`src/rtl/mmio_pkg.sv`:
```
// Shared types and widths for the MMIO block mover.
// Address bit DMEM_SPACE_BIT selects non-DMEM space.
package mmio_pkg;
   localparam int ADDR_W = 13;
   localparam int DATA_W = 32;
   localparam int DMEM_SPACE_BIT = 12;

   typedef enum logic [2:0] {
      IDLE,
      REQ,
      RD,
      WR,
      DONE
   } state_t;
endpackage

```
`src/rtl/mmio_rd_delay.sv`:
```
// Read-strobe delay line: capture fires on the RD_LAT-th RD cycle.
// The strobe is raised in the cycle before RD is entered.
module mmio_rd_delay #(
   parameter int RD_LAT = 1
) (
   input  logic clock,
   input  logic reset,
   input  logic strobe,
   output logic capture
);
   logic [RD_LAT-1:0] sr;

   always_ff @(posedge clock or posedge reset) begin
      if (reset) begin
         sr <= '0;
      end else begin
         sr[0] <= strobe;
         for (int i = 1; i < RD_LAT; i++) begin
            sr[i] <= sr[i-1];
         end
      end
   end

   assign capture = sr[RD_LAT-1];
endmodule

```
`src/rtl/mmio_block_mover.sv`:
```
// MMIO bus initiator that copies or fills blocks of words.
// Grant is only sampled in REQ and on leaving WR.
module mmio_block_mover
   import mmio_pkg::*;
#(
   parameter int LEN_W  = 12,
   parameter int RD_LAT = 1
) (
   input  logic              clock,
   input  logic              reset,
   input  logic              cmd_valid,
   output logic              cmd_ready,
   input  logic              cmd_fill,
   input  logic [ADDR_W-1:0] cmd_src,
   input  logic [ADDR_W-1:0] cmd_dst,
   input  logic [LEN_W-1:0]  cmd_len,
   input  logic [DATA_W-1:0] cmd_data,
   output logic              bus_req,
   input  logic              bus_grant,
   output logic [ADDR_W-1:0] mem_address,
   output logic [DATA_W-1:0] mem_wdata,
   output logic              mem_wren,
   input  logic [DATA_W-1:0] mem_rdata,
   output logic              busy,
   output logic              done
);
   state_t              state;
   state_t              state_nx;
   logic [ADDR_W-1:0]   src_q;
   logic [ADDR_W-1:0]   dst_q;
   logic [LEN_W-1:0]    cnt_q;
   logic                fill_q;
   logic [DATA_W-1:0]   data_q;
   logic [ADDR_W-1:0]   addr_hold;
   logic [DATA_W-1:0]   wdata_hold;
   logic                strobe;
   logic                capture;

   mmio_rd_delay #(.RD_LAT(RD_LAT)) u_rd_delay (
      .clock   (clock),
      .reset   (reset),
      .strobe  (strobe),
      .capture (capture)
   );

   always_comb begin
      state_nx = state;
      unique case (state)
         IDLE: begin
            if (cmd_valid) begin
               state_nx = (cmd_len == '0) ? DONE : REQ;
            end
         end
         REQ: begin
            if (bus_grant) begin
               state_nx = fill_q ? WR : RD;
            end
         end
         RD: begin
            if (capture) begin
               state_nx = WR;
            end
         end
         WR: begin
            if (cnt_q == LEN_W'(1)) begin
               state_nx = DONE;
            end else if (bus_grant) begin
               state_nx = fill_q ? WR : RD;
            end else begin
               state_nx = REQ;
            end
         end
         DONE: state_nx = IDLE;
         default: state_nx = IDLE;
      endcase
      strobe = (state_nx == RD) && (state != RD);
   end

   always_ff @(posedge clock or posedge reset) begin
      if (reset) begin
         state      <= IDLE;
         src_q      <= '0;
         dst_q      <= '0;
         cnt_q      <= '0;
         fill_q     <= 1'b0;
         data_q     <= '0;
         addr_hold  <= '0;
         wdata_hold <= '0;
      end else begin
         state <= state_nx;
         if (state == IDLE && cmd_valid) begin
            src_q  <= cmd_src;
            dst_q  <= cmd_dst;
            cnt_q  <= cmd_len;
            fill_q <= cmd_fill;
            data_q <= cmd_data;
         end
         if (state == RD) begin
            addr_hold <= src_q;
            if (capture) begin
               data_q <= mem_rdata;
            end
         end
         // Address wraps modulo 2^ADDR_W by plain overflow.
         if (state == WR) begin
            addr_hold  <= dst_q;
            wdata_hold <= data_q;
            src_q      <= src_q + ADDR_W'(1);
            dst_q      <= dst_q + ADDR_W'(1);
            cnt_q      <= cnt_q - LEN_W'(1);
         end
      end
   end

   always_comb begin
      mem_address = addr_hold;
      mem_wdata   = wdata_hold;
      if (state == RD) begin
         mem_address = src_q;
      end else if (state == WR) begin
         mem_address = dst_q;
         mem_wdata   = data_q;
      end
   end

   assign mem_wren  = (state == WR);
   assign bus_req   = (state == REQ) || (state == RD) || (state == WR);
   assign cmd_ready = (state == IDLE);
   assign busy      = (state != IDLE);
   assign done      = (state == DONE);
endmodule

```
`config.mk`:
```
export PLATFORM = sky130hd
export DESIGN_NAME = mmio_block_mover
export DESIGN_NICKNAME = d
export VERILOG_FILES = /design/src/rtl/mmio_pkg.sv /design/src/rtl/mmio_rd_delay.sv /design/src/rtl/mmio_block_mover.sv
export SDC_FILE = /design/constraint.sdc
export NUM_CORES = 1
export LEC_CHECK = 0
export ABC_AREA = 1
export BUFFER_PORTS_ARGS = -buffer_cell sky130_fd_sc_hd__buf_4
export CAP_MARGIN = 20
export CORE_MARGIN = 3
export CORE_UTILIZATION = 35
export CTS_BUF_LIST = sky130_fd_sc_hd__clkbuf_8
export DETAILED_ROUTE_END_ITERATION = 12
export GPL_ROUTABILITY_DRIVEN = 0
export RECOVER_POWER = 25
export SYNTH_ARGS = -nofsm -noshare
export SYNTH_HDL_FRONTEND = slang
export SYNTH_SLANG_ARGS = --single-unit
```
`constraint.sdc`:
```
create_clock -name clock -period 8.6 [get_ports clock]
set_input_delay 0 -clock clock [delete_from_list [all_inputs] [get_ports clock]]
set_output_delay 0 -clock clock [all_outputs]
set_load 0.01 [all_outputs]
```
==> results of run 1 <==
## cell usage in the layout (no fill, tap or decap), drive strengths merged, types with 7 or more instances in the layout
cell type and n:
o21ai 23, nand2 312, nor3 7, dlygate4sd3 107, nand3 40, nand4 9, buf 157, o221ai 15
a31oi 35, clkbuf 21, nor2 100, o211ai 21, dfrtp 120, inv 63, a21oi 8
## sequential cells by signal, summed over array words and instances (netlist names)
signal / count
data_q: 32
wdata_hold: 32
addr_hold: 13
dst_q: 13
src_q: 13
cnt_q: 12
state: 3
fill_q: 1
u_rd_delay.capture: 1
## cell usage after synthesis
library cell,number
a211oi_1,3
a21oi_1,8
a22oi_1,3
a31oi_1,35
buf_2,20
buf_4,7
buf_6,4
clkbuf_1,7
dfrtp_1,120
ha_1,4
inv_1,52
inv_2,5
nand2_1,309
nand2_2,2
nand2_4,1
nand3_1,39
nand3_2,1
nand4_1,9
nor2_1,96
nor2_2,2
nor2_4,2
nor2b_1,1
nor3_1,6
nor3_2,1
o211ai_1,21
o21ai_0,10
o21ai_1,13
o21bai_1,1
o221ai_1,15
o22ai_1,6
or2_2,1
xor2_1,2
## metrics by stage
step / total power, mW / setup slack, ns / util (%) / hold slack [ns] / instance area [um2]
floorplan: 1.91 / 5.41 / - / 0.121 / 6150
global placement: 2.42 / 5.90 / 43.9 / 0.203 / 7410
detailed placement: 2.44 / 5.81 / 44.0 / 0.205 / 7430
CTS: 3.17 / 5.39 / 52.9 / 0.277 / 8930
global route: 3.41 / 5.10 / 52.7 / 0.328 / 8900
finish: 3.14 / 5.39 / 52.7 / 0.328 / 8900
## routing by layer
| metal | wire length, um | up-vias | share of wire (%) | track usage [%] |
|---|---|---|---|---|
| li1 | - | 3135 | - | - |
| met1 | 8330 | 2946 | 43 | 25.5 |
| met2 | 9480 | 145 | 50 | 34.8 |
| met3 | 936 | 28 | 4.9 | 5.10 |
| met4 | 411 | 0 | 2.1 | 6.08 |
| met5 | 0 | - | 0 | 0 |
## critical path, delay by kind of cell, from the launching register on
| family | cells | cell delay, ns |
|---|---|---|
| buffers and inverters | 2 | 1.60 |
| AOI/OAI and AO/OA | 1 | 0.19 |
| DFF | 1 | 0.44 |
| and+or+nand+nor | 3 | 0.90 |
## power groups by stage
stage / Combinational, mW / Clock (mW) / Sequential [mW]
detailed placement: 1.43 / 0 / 1.01
CTS: 1.60 / 0.566 / 1.00
global placement: 1.41 / 0 / 1.01
floorplan: 0.941 / 0 / 0.967
global route: 1.78 / 0.594 / 1.04
finish: 1.58 / 0.553 / 0.999
## how the worst max path moves through the flow
stage | start | endpoint | cells after the start
after floorplan | reset | addr_hold[0]$_DFFE_PP0P_ | 1
after global placement | state[0]$_DFF_PP0_ | cnt_q[4]$_DFFE_PP0P_ | 7
after detailed placement | state[0]$_DFF_PP0_ | cnt_q[8]$_DFFE_PP0P_ | 7
after CTS | state[1]$_DFF_PP0_ | data_q[20]$_DFF_PP0_ | 6
after global routing | state[1]$_DFF_PP0_ | data_q[31]$_DFF_PP0_ | 6
final | state[0]$_DFF_PP0_ | data_q[31]$_DFF_PP0_ | 6
## final cells by class
class	instances	area share [%]
Clock buffer	17	2.63
Clock inverter	15	2.14
Inverter	57	2.42
Multi-Input combinational cell	591	30.3
Sequential cell	120	33.8
Tap cell	220	3.09
Timing Repair Buffer	268	25.6
## cells by family (layout without fill, tap and decap cells)
family / count (synthesis) / in the layout / synth area share [%]
buf+inv: 95 / 357 / 7.12
xor+xnor: 2 / 2 / 0.285
fa+ha+maj: 4 / 4 / 0.813
flops: 120 / 120 / 48.8
compound gates: 115 / 115 / 12.2
simple gates: 470 / 470 / 30.8
## repair_timing
action,CTS,global route
hold buffers,107,0
buffers inserted,0,0
endpoints found under the hold margin,133,0
==> flow_metrics.env, run 1 <==
export IMPL_outcome="finished, violations left"
export IMPL_violations="max-capacitance violations, max-slew violations"
export IMPL_synth_area_um2=6150
export IMPL_tightestPinTransition_ns=2.70
export IMPL_cp_max_fo=53
export IMPL_yosys_area_top_type="dfrtp_1"
export IMPL_critical_path_class="flip-flop to flip-flop"
export IMPL_leakage_nw=4.50
export IMPL_start_kind="flip-flop"
export IMPL_regArea_um2=3000
export IMPL_synth_top_cell_area_share_pct=48.8
export IMPL_wirelength_um=19200
export IMPL_intPower_mw=1.83
export IMPL_antenna_found_initial=0
export IMPL_die_w_um=139
export IMPL_fp_dieH_um=139
export IMPL_syn_area_per_cell_um2=7.64
export IMPL_ys_warn_count=0
export IMPL_clk_latency_ns=0.43
export IMPL_fill_cells=1620
export IMPL_ioPinCount=157
export IMPL_dpl_cell_count=1149
export IMPL_clockBufferDepth=2
export IMPL_ff2ff_setup_slack_ns=5.39
export IMPL_start_util_pct=36.5
export IMPL_cap_violations=1
export IMPL_drive_gt1_share_pct=18.9
export IMPL_hp_class="input pin to flip-flop"
export IMPL_seqPwrFrac_pct=31.8
export IMPL_critPathMaxStageDelay_ns=1.01
export IMPL_drc=0
export IMPL_viasPerCell=4.86
export IMPL_crit_path_cell_trace="nor2_1 -> nand3_2 -> inv_2 -> nand2_1 -> a31oi_1 -> dlygate4sd3_1"
export IMPL_fmax_ghz=0.311
export IMPL_core_area_um2=16900
export IMPL_multi_input_area_um2=2700
export IMPL_antenna_cells=0
export IMPL_grt_overflow=0
export IMPL_grt_max_degree=78
export IMPL_cts_root_buffer="clkbuf_8"
export IMPL_cts_tree="built"
export IMPL_p_switching_mw=1.31
export IMPL_wl_per_cell_um=14.9
export IMPL_r2r_start="state[0]$_DFF_PP0_"
export IMPL_cts_buffers=17
export IMPL_yosysSeqAreaShare_pct=48.8
export IMPL_p_per_area_nw_per_um2=353
export IMPL_clkTransAtPathRegs_ns=0.08
export IMPL_hold_end="dst_q[10]$_DFFE_PP0P_"
export IMPL_syn_to_final_growth_pct=44.6
export IMPL_setup_viol_count_final=0
export IMPL_setup_tns_ns=0
export IMPL_period_needed_ns=3.21
export IMPL_switching_share_pct=41.8
export IMPL_r2r_cells=6
export IMPL_numPortBuffers=156
export IMPL_stdcell_count=1288
export IMPL_drtAntennaViolNets=0
export IMPL_dr_first_iter_drc_count=375
export IMPL_slew_viol_final=60
export IMPL_htree_levels=4
export IMPL_maxSlewHeadroom_pct=-80.8
export IMPL_syn_inst=806
export IMPL_grt_util_all_layers_pct=20.4
export IMPL_post_route_period_util_pct=37.4
export IMPL_required_ns=8.97
export IMPL_clkSinkCount=120
export IMPL_skew_ns=0.0144
export IMPL_drt_first_pass_iters=5
export IMPL_holdPathStages=4
export IMPL_yosys_cell_types_count=32
export IMPL_route_vias_total=6254
export IMPL_cp_arrival_ns=3.58
export IMPL_hold_viol_final=0
export IMPL_synth_fp_nets=917
export IMPL_grt_pass1_vias=6359
export IMPL_comb_power_share_pct=50.5
export IMPL_rsz0062_at_grt="false"
export IMPL_grt_pass1_wl_um=31900
export IMPL_synth_seq_cells=120
export IMPL_synthTopCellsByArea="dfrtp_1 49%, nand2_1 19%, nor2_1 5.9%"
export IMPL_r2r_end="data_q[31]$_DFF_PP0_"
export IMPL_crit_path_end_kind="flip-flop"
export IMPL_die_area_um2=19200
export IMPL_ir_worst_vdd_uv=171
export IMPL_hp_start="cmd_dst[10]"
export IMPL_cts_resized=0
export IMPL_nets=1166
export IMPL_fp_row_count=47
export IMPL_dpl_hpwl_um=12400
export IMPL_clock_power_share_pct=17.6
export IMPL_critPathSlowestCell="inv_2"
Note: power is estimated with default switching activity, not from simulation.
==> run 2, diff against run 1 <==
--- a/config.mk
+++ b/config.mk
@@ -5,7 +5,7 @@
 export SDC_FILE = /design/constraint.sdc
 export NUM_CORES = 1
 export LEC_CHECK = 0
-export ABC_AREA = 1
+export ABC_AREA = 0
 export BUFFER_PORTS_ARGS = -buffer_cell sky130_fd_sc_hd__buf_4
 export CAP_MARGIN = 20
 export CORE_MARGIN = 3
==> constraint.sdc (replaced) <==
create_clock -name clock -period 2.8 [get_ports clock]
set_input_delay 0 -clock clock [delete_from_list [all_inputs] [get_ports clock]]
set_output_delay 0 -clock clock [all_outputs]
set_load 0.01 [all_outputs]
==> run 2 against run 1 <==
The run still ends with max-capacitance violations, max-slew violations left. Combinational power grew to 2.8 times the previous value. Sequential power grew to 3.2 times the previous value. Final cell count shrank 13%. Fmax grew 32%. Critical path depth is the same. Non-clock buffer count grew 8. Design area shrank 1.5%. Synthesized area shrank 5.0%. Critical path type unchanged. Highest routed layer unchanged.
==> flow_metrics.env, run 2 <==
export IMPL_dpl_hpwl_um=11800
export IMPL_syn_to_final_growth_pct=49.9
export IMPL_route_vias_total=5645
export IMPL_drt_first_pass_iters=4
export IMPL_dp_slack_ns=0.615
export IMPL_viasPerCell=5.04
export IMPL_holdPathStages=5
export IMPL_ff2ff_setup_slack_ns=0.37
export IMPL_synth_edff_count=0
export IMPL_drive_gt1_share_pct=23.5
export IMPL_clk_latency_ns=0.44
export IMPL_syn_inst=636
export IMPL_p_per_area_nw_per_um2=1080
export IMPL_r2r_cells=6
export IMPL_leakage_nw=4.13
export IMPL_rsz0062_at_grt="false"
export IMPL_synth_area_um2=5850
export IMPL_cp_arrival_ns=2.75
export IMPL_hp_class="input pin to flip-flop"
export IMPL_grt_pass1_vias=5692
export IMPL_synth_fp_nets=747
export IMPL_die_area_um2=18300
export IMPL_grt_max_degree=49
export IMPL_place_area_um2=7240
export IMPL_grt_pass1_wl_um=27600
export IMPL_p_switching_mw=3.53
export IMPL_post_route_period_util_pct=87.0
export IMPL_htree_levels=4
export IMPL_synth_seq_cells=120
export IMPL_comb_power_share_pct=46.7
export IMPL_final_cell_mix="203 x nand2_1, 169 x buf_4, 120 x dfrtp_1"
export IMPL_grt_overflow=0
export IMPL_seqPwrFrac_pct=33.6
export IMPL_design_area_um2=8760
export IMPL_syn_area_per_cell_um2=9.20
export IMPL_cap_violations=1
export IMPL_ys_flop_type="dfrtp_1"
export IMPL_setup_viol_count_final=0
export IMPL_outcome="finished, violations left"
export IMPL_critical_path_class="flip-flop to flip-flop"
export IMPL_ys_warn_count=0
export IMPL_fin_util_pct=54.4
export IMPL_maxSlewHeadroom_pct=-14.1
export IMPL_die_w_um=135
export IMPL_grt_util_all_layers_pct=19.1
export IMPL_fp_row_count=46
export IMPL_cts_root_buffer="clkbuf_8"
export IMPL_skew_ns=0.00796
export IMPL_clkSinkCount=120
export IMPL_yosysSeqAreaShare_pct=51.3
export IMPL_reg_top3="data_q (32), wdata_hold (32)"
export IMPL_clkTransAtPathRegs_ns=0.06
export IMPL_intPower_mw=5.95
export IMPL_cts_buffers=17
export IMPL_drtAntennaViolNets=0
export IMPL_yosys_cell_types_count=48
export IMPL_dpl_cell_count=984
export IMPL_hold_viol_final=0
export IMPL_antenna_found_initial=0
export IMPL_clock_power_share_pct=19.8
export IMPL_holdWs_ns=0.305
export IMPL_ir_worst_vdd_uv=570
export IMPL_core_area_um2=16100
export IMPL_setup_slack_ns=0.365
export IMPL_nets=1003
export IMPL_r2r_start="state[0]$_DFF_PP0_"
export IMPL_clockBufferDepth=2
export IMPL_synth_most_common_cell="nand2_1"
export IMPL_tightestPinTransition_ns=1.70
export IMPL_synthArstFlopShare_pct=100
export IMPL_cts_tree="built"
export IMPL_hold_end="fill_q$_DFFE_PP0P_"
export IMPL_ioPinCount=157
export IMPL_synthTopCellsByCount="203 x nand2_1, 120 x dfrtp_1, 65 x o21ai_0"
export IMPL_wl_per_cell_um=15.3
export IMPL_p_total_mw=9.48
export IMPL_numPortBuffers=156
export IMPL_required_ns=3.11
export IMPL_switching_share_pct=37.3
export IMPL_crit_path_end_kind="flip-flop"
export IMPL_synthTopCellsByArea="dfrtp_1 51%, nand2_1 13%, mux2i_1 8.0%"
export IMPL_drc=0
export IMPL_slew_viol_final=36
export IMPL_violations="max-capacitance violations, max-slew violations"
export IMPL_synth_top_cell_area_share_pct=51.3
export IMPL_cts_resized=0
export IMPL_yosys_area_top_type="dfrtp_1"
export IMPL_hp_start="cmd_valid"
export IMPL_cp_max_fo=38
export IMPL_stdcell_count=1119
export IMPL_fp_dieH_um=135
export IMPL_wirelength_um=17100
export IMPL_start_util_pct=36.3
export IMPL_period_needed_ns=2.43
export IMPL_r2r_end="data_q[30]$_DFF_PP0_"
export IMPL_layout_commonest_cell="nand2_1"
export IMPL_antenna_cells=0
export IMPL_dr_first_iter_drc_count=426
export IMPL_cts_setup_buffers=0
export IMPL_fmax_ghz=0.411
export IMPL_start_kind="flip-flop"
export IMPL_setup_tns_ns=0
run 2: cell types whose count changed after synthesis, moves of 9 or more:
cell      delta
inv_1       -44
nand2_1    -106
o21ai_0     +55
o211ai_1     -9
mux2i_1     +47
a31oi_1     -35
o21ai_1     -13
o221ai_1    -14
nor2_1      -72
nand3_1     -25
run 2: what timing repair did:
action,in CTS,in global routing
endpoints found under the setup margin,0,0
hold buffers,105,0
hold endpoints to repair,108,0
run 2: cells by family (layout without fill, tap and decap cells):
kind of cell	Yosys count	after routing	share of synthesized area (%)
simple gates	290	290	22.2
compound gates	128	128	13.9
flops	120	120	51.3
mux	47	47	8.04
buf+inv	47	314	3.64
fa+ha+maj	4	4	0.856
run 2: metal layers:
| layer | routed length [um] | global-route usage, % | up-vias |
|---|---|---|---|
| met3 | 1030 | 4.38 | 38 |
| met4 | 477 | 8.34 | 0 |
| met2 | 7800 | 30.4 | 196 |
| met1 | 7790 | 25.0 | 2673 |
| li1 | - | - | 2738 |
| met5 | 0 | 0 | - |
run 2: worst max path at each step:
stage,start,endpoint,slack [ns],cells past startpoint
6_report,state[0]$_DFF_PP0_,data_q[30]$_DFF_PP0_,0.37,6
5_1_grt,state[0]$_DFF_PP0_,data_q[19]$_DFF_PP0_,0.20,6
4_1_cts,state[0]$_DFF_PP0_,data_q[19]$_DFF_PP0_,0.36,6
3_5_place_dp,state[1]$_DFF_PP0_,dst_q[9]$_DFFE_PP0P_,0.62,5
3_3_place_gp,state[1]$_DFF_PP0_,dst_q[0]$_DFFE_PP0P_,0.78,3
2_1_floorplan,state[0]$_DFF_PP0_,dst_q[12]$_DFFE_PP0P_,1.05,6
run 2: cell type report:
| cell class | count | area, um2 |
|---|---|---|
| Clock inverter | 10 | 199 |
| Inverter | 8 | 31.3 |
| Sequential cell | 120 | 3000 |
| Fill cell | 1414 | 7350 |
| Clock buffer | 20 | 275 |
| Multi-Input combinational cell | 469 | 2640 |
| Tap cell | 216 | 270 |
| Timing Repair Buffer | 276 | 2350 |
run 2: critical path, cell delays in order (launching register included):
cell	delay, ns
dfrtp_1	0.43
buf_4	0.23
nor4b_4	0.24
buf_4	0.49
mux2i_1	0.25
o21ai_0	0.09
dlygate4sd3_1	0.56
run 2: power by group through the flow:
stage / Combinational, mW / Clock, mW / Sequential [mW]
global route: 4.93 / 2.00 / 3.29
global placement: 3.85 / 0 / 3.16
floorplan: 2.56 / 0 / 2.97
CTS: 4.44 / 1.92 / 3.17
detailed placement: 3.93 / 0 / 3.20
finish: 4.42 / 1.87 / 3.18
==> run 3, diff against run 2 <==
--- a/config.mk
+++ b/config.mk
@@ -10,7 +10,6 @@
 export CAP_MARGIN = 20
 export CORE_MARGIN = 3
 export CORE_UTILIZATION = 35
-export CTS_BUF_LIST = sky130_fd_sc_hd__clkbuf_8
 export DETAILED_ROUTE_END_ITERATION = 12
 export GPL_ROUTABILITY_DRIVEN = 0
 export RECOVER_POWER = 25
==> run 3 against run 2 <==
The flow still finishes with violations (max-capacitance violations, max-slew violations). Routed wire length down 0.35%. Sequential power about the same. Clock power up 32%. Fmax about the same. Die area unchanged. Critical endpoint is now data_q[14]$_DFF_PP0_. Largest cell class unchanged. Largest power group unchanged. Highest routed layer unchanged.
==> flow_metrics.env, run 3 (same netlist as run 2, synthesis figures left out) <==
export IMPL_clock_power_share_pct=24.5
export IMPL_maxSlewHeadroom_pct=-14.7
export IMPL_start_kind="flip-flop"
export IMPL_clockBufferDepth=2
export IMPL_dr_first_iter_drc_count=393
export IMPL_r2r_start="state[0]$_DFF_PP0_"
export IMPL_switching_share_pct=35.8
export IMPL_cts_setup_buffers=0
export IMPL_hp_class="input pin to flip-flop"
export IMPL_crit_path_end_kind="flip-flop"
export IMPL_leakage_nw=4.21
export IMPL_fp_dieH_um=135
export IMPL_die_w_um=135
export IMPL_ctsHoldBuffers=105
export IMPL_crit_top_cell="buf_4"
export IMPL_violations="max-capacitance violations, max-slew violations"
export IMPL_ff2ff_setup_slack_ns=0.36
export IMPL_setup_viol_count_final=0
export IMPL_critPathMaxStageDelay_ns=0.57
export IMPL_grt_util_all_layers_pct=19.1
export IMPL_r2r_cells=6
export IMPL_cts_resized=0
export IMPL_stdcell_count=1119
export IMPL_hp_start="cmd_valid"
export IMPL_wirelength_um=17000
export IMPL_clkSinkCount=120
export IMPL_numPortBuffers=156
export IMPL_fp_row_count=46
export IMPL_regArea_um2=3000
export IMPL_hold_end="fill_q$_DFFE_PP0P_"
export IMPL_p_switching_mw=3.61
export IMPL_cts_root_buffer="clkbuf_16"
export IMPL_drive_gt1_share_pct=23.5
export IMPL_htree_levels=4
export IMPL_layout_commonest_cell="nand2_1"
export IMPL_setup_slack_ns=0.364
export IMPL_critical_path_startpoint="state[0]$_DFF_PP0_"
export IMPL_grt_overflow=0
export IMPL_clkTransAtPathRegs_ns=0.05
export IMPL_antenna_found_initial=0
export IMPL_drt_first_pass_iters=4
export IMPL_drc=0
export IMPL_design_area_um2=8950
export IMPL_cp_top_family="buffers and inverters"
export IMPL_grt_pass1_wl_um=27700
export IMPL_tightestPinTransition_ns=1.71
export IMPL_syn_to_final_growth_pct=53.1
export IMPL_holdWs_ns=0.328
export IMPL_comb_power_share_pct=43.9
export IMPL_p_total_mw=10.1
export IMPL_fill_cells=1399
export IMPL_holdPathStages=5
export IMPL_critPathSlowestCell="dlygate4sd3_1"
export IMPL_dp_slack_ns=0.615
export IMPL_seqPwrFrac_pct=31.6
export IMPL_hold_viol_final=0
export IMPL_cap_violations=1
export IMPL_outcome="finished, violations left"
export IMPL_period_needed_ns=2.44
export IMPL_fin_util_pct=55.6
export IMPL_final_cell_mix="203 x nand2_1, 169 x buf_4, 120 x dfrtp_1"
export IMPL_drtAntennaViolNets=0
export IMPL_cts_tree="built"
export IMPL_antenna_cells=0
export IMPL_ir_worst_vdd_uv=569
export IMPL_intPower_mw=6.47
export IMPL_clk_latency_ns=0.41
export IMPL_crit_path_cell_trace="buf_4 -> nor4b_4 -> buf_4 -> mux2i_1 -> o21ai_0 -> dlygate4sd3_1"
export IMPL_grt_pass1_vias=5715
export IMPL_grt_max_degree=49
export IMPL_viasPerCell=5.06
export IMPL_ioPinCount=157
export IMPL_wl_per_cell_um=15.2
export IMPL_critical_path_class="flip-flop to flip-flop"
export IMPL_fmax_ghz=0.410
export IMPL_dpl_hpwl_um=11800
export IMPL_post_route_period_util_pct=87.0
export IMPL_cp_arrival_ns=2.73
export IMPL_nets=1003
export IMPL_cts_buffers=17
export IMPL_slew_viol_final=36
export IMPL_cp_max_fo=38
export IMPL_skew_ns=0.00415
export IMPL_path_buf_inv=3
export IMPL_place_area_um2=7240
export IMPL_required_ns=3.09
export IMPL_die_area_um2=18300
export IMPL_route_vias_total=5662
export IMPL_rsz0062_at_grt="false"
export IMPL_core_area_um2=16100
export IMPL_r2r_end="data_q[14]$_DFF_PP0_"
export IMPL_reg_top3="data_q (32), wdata_hold (32)"
export IMPL_dpl_cell_count=984
export IMPL_multi_input_area_um2=2640
export IMPL_p_per_area_nw_per_um2=1130
export IMPL_setup_tns_ns=0
export IMPL_start_util_pct=36.3
[run 3: cell types whose count changed in the layout (fill, tap and decap cells not counted), sizes merged]
cell,before,now
clkbuf,21,22
inv,8,7
[run 3: per-layer routing]
layer  global-route usage, %  wire [um]
met1                    25.1       7740
met2                    30.4       7780
met3                    4.38       1090
met4                    8.06        425
met5                       0          0
[run 3: worst register-to-register path: cells and delay by family (launching register included)]
family	cells	cell delay, ns
AOI/OAI and AO/OA	1	0.09
buffers and inverters	3	1.29
DFF	1	0.42
muxes	1	0.26
and+or+nand+nor	1	0.25
[run 3: worst max-delay path by stage]
| stage | slack [ns] | cells after the start | endpoint |
|---|---|---|---|
| after CTS | 0.36 | 6 | data_q[19]$_DFF_PP0_ |
| final | 0.36 | 6 | data_q[14]$_DFF_PP0_ |
| after detailed placement | 0.62 | 5 | dst_q[9]$_DFFE_PP0P_ |
| after global routing | 0.20 | 6 | data_q[19]$_DFF_PP0_ |
| after global placement | 0.78 | 3 | dst_q[0]$_DFFE_PP0P_ |
| after floorplan | 1.05 | 6 | dst_q[12]$_DFFE_PP0P_ |
[run 3: power groups by stage]
stage	combinational [mW]	clock, mW	sequential (mW)
4_1_cts	4.44	2.52	3.18
2_1_floorplan	2.56	0	2.97
6_report	4.43	2.47	3.18
3_5_place_dp	3.93	0	3.20
5_1_grt	4.94	2.60	3.30
3_3_place_gp	3.85	0	3.16
[run 3: final cells by class]
class	instances	share of cell area [%]
clock buffers	21	5.25
clock inverters	9	2.18
inverters	8	0.349
multi-input cells	469	29.5
flip-flops and latches	120	33.5
well taps	216	3.02
repair buffers	276	26.2
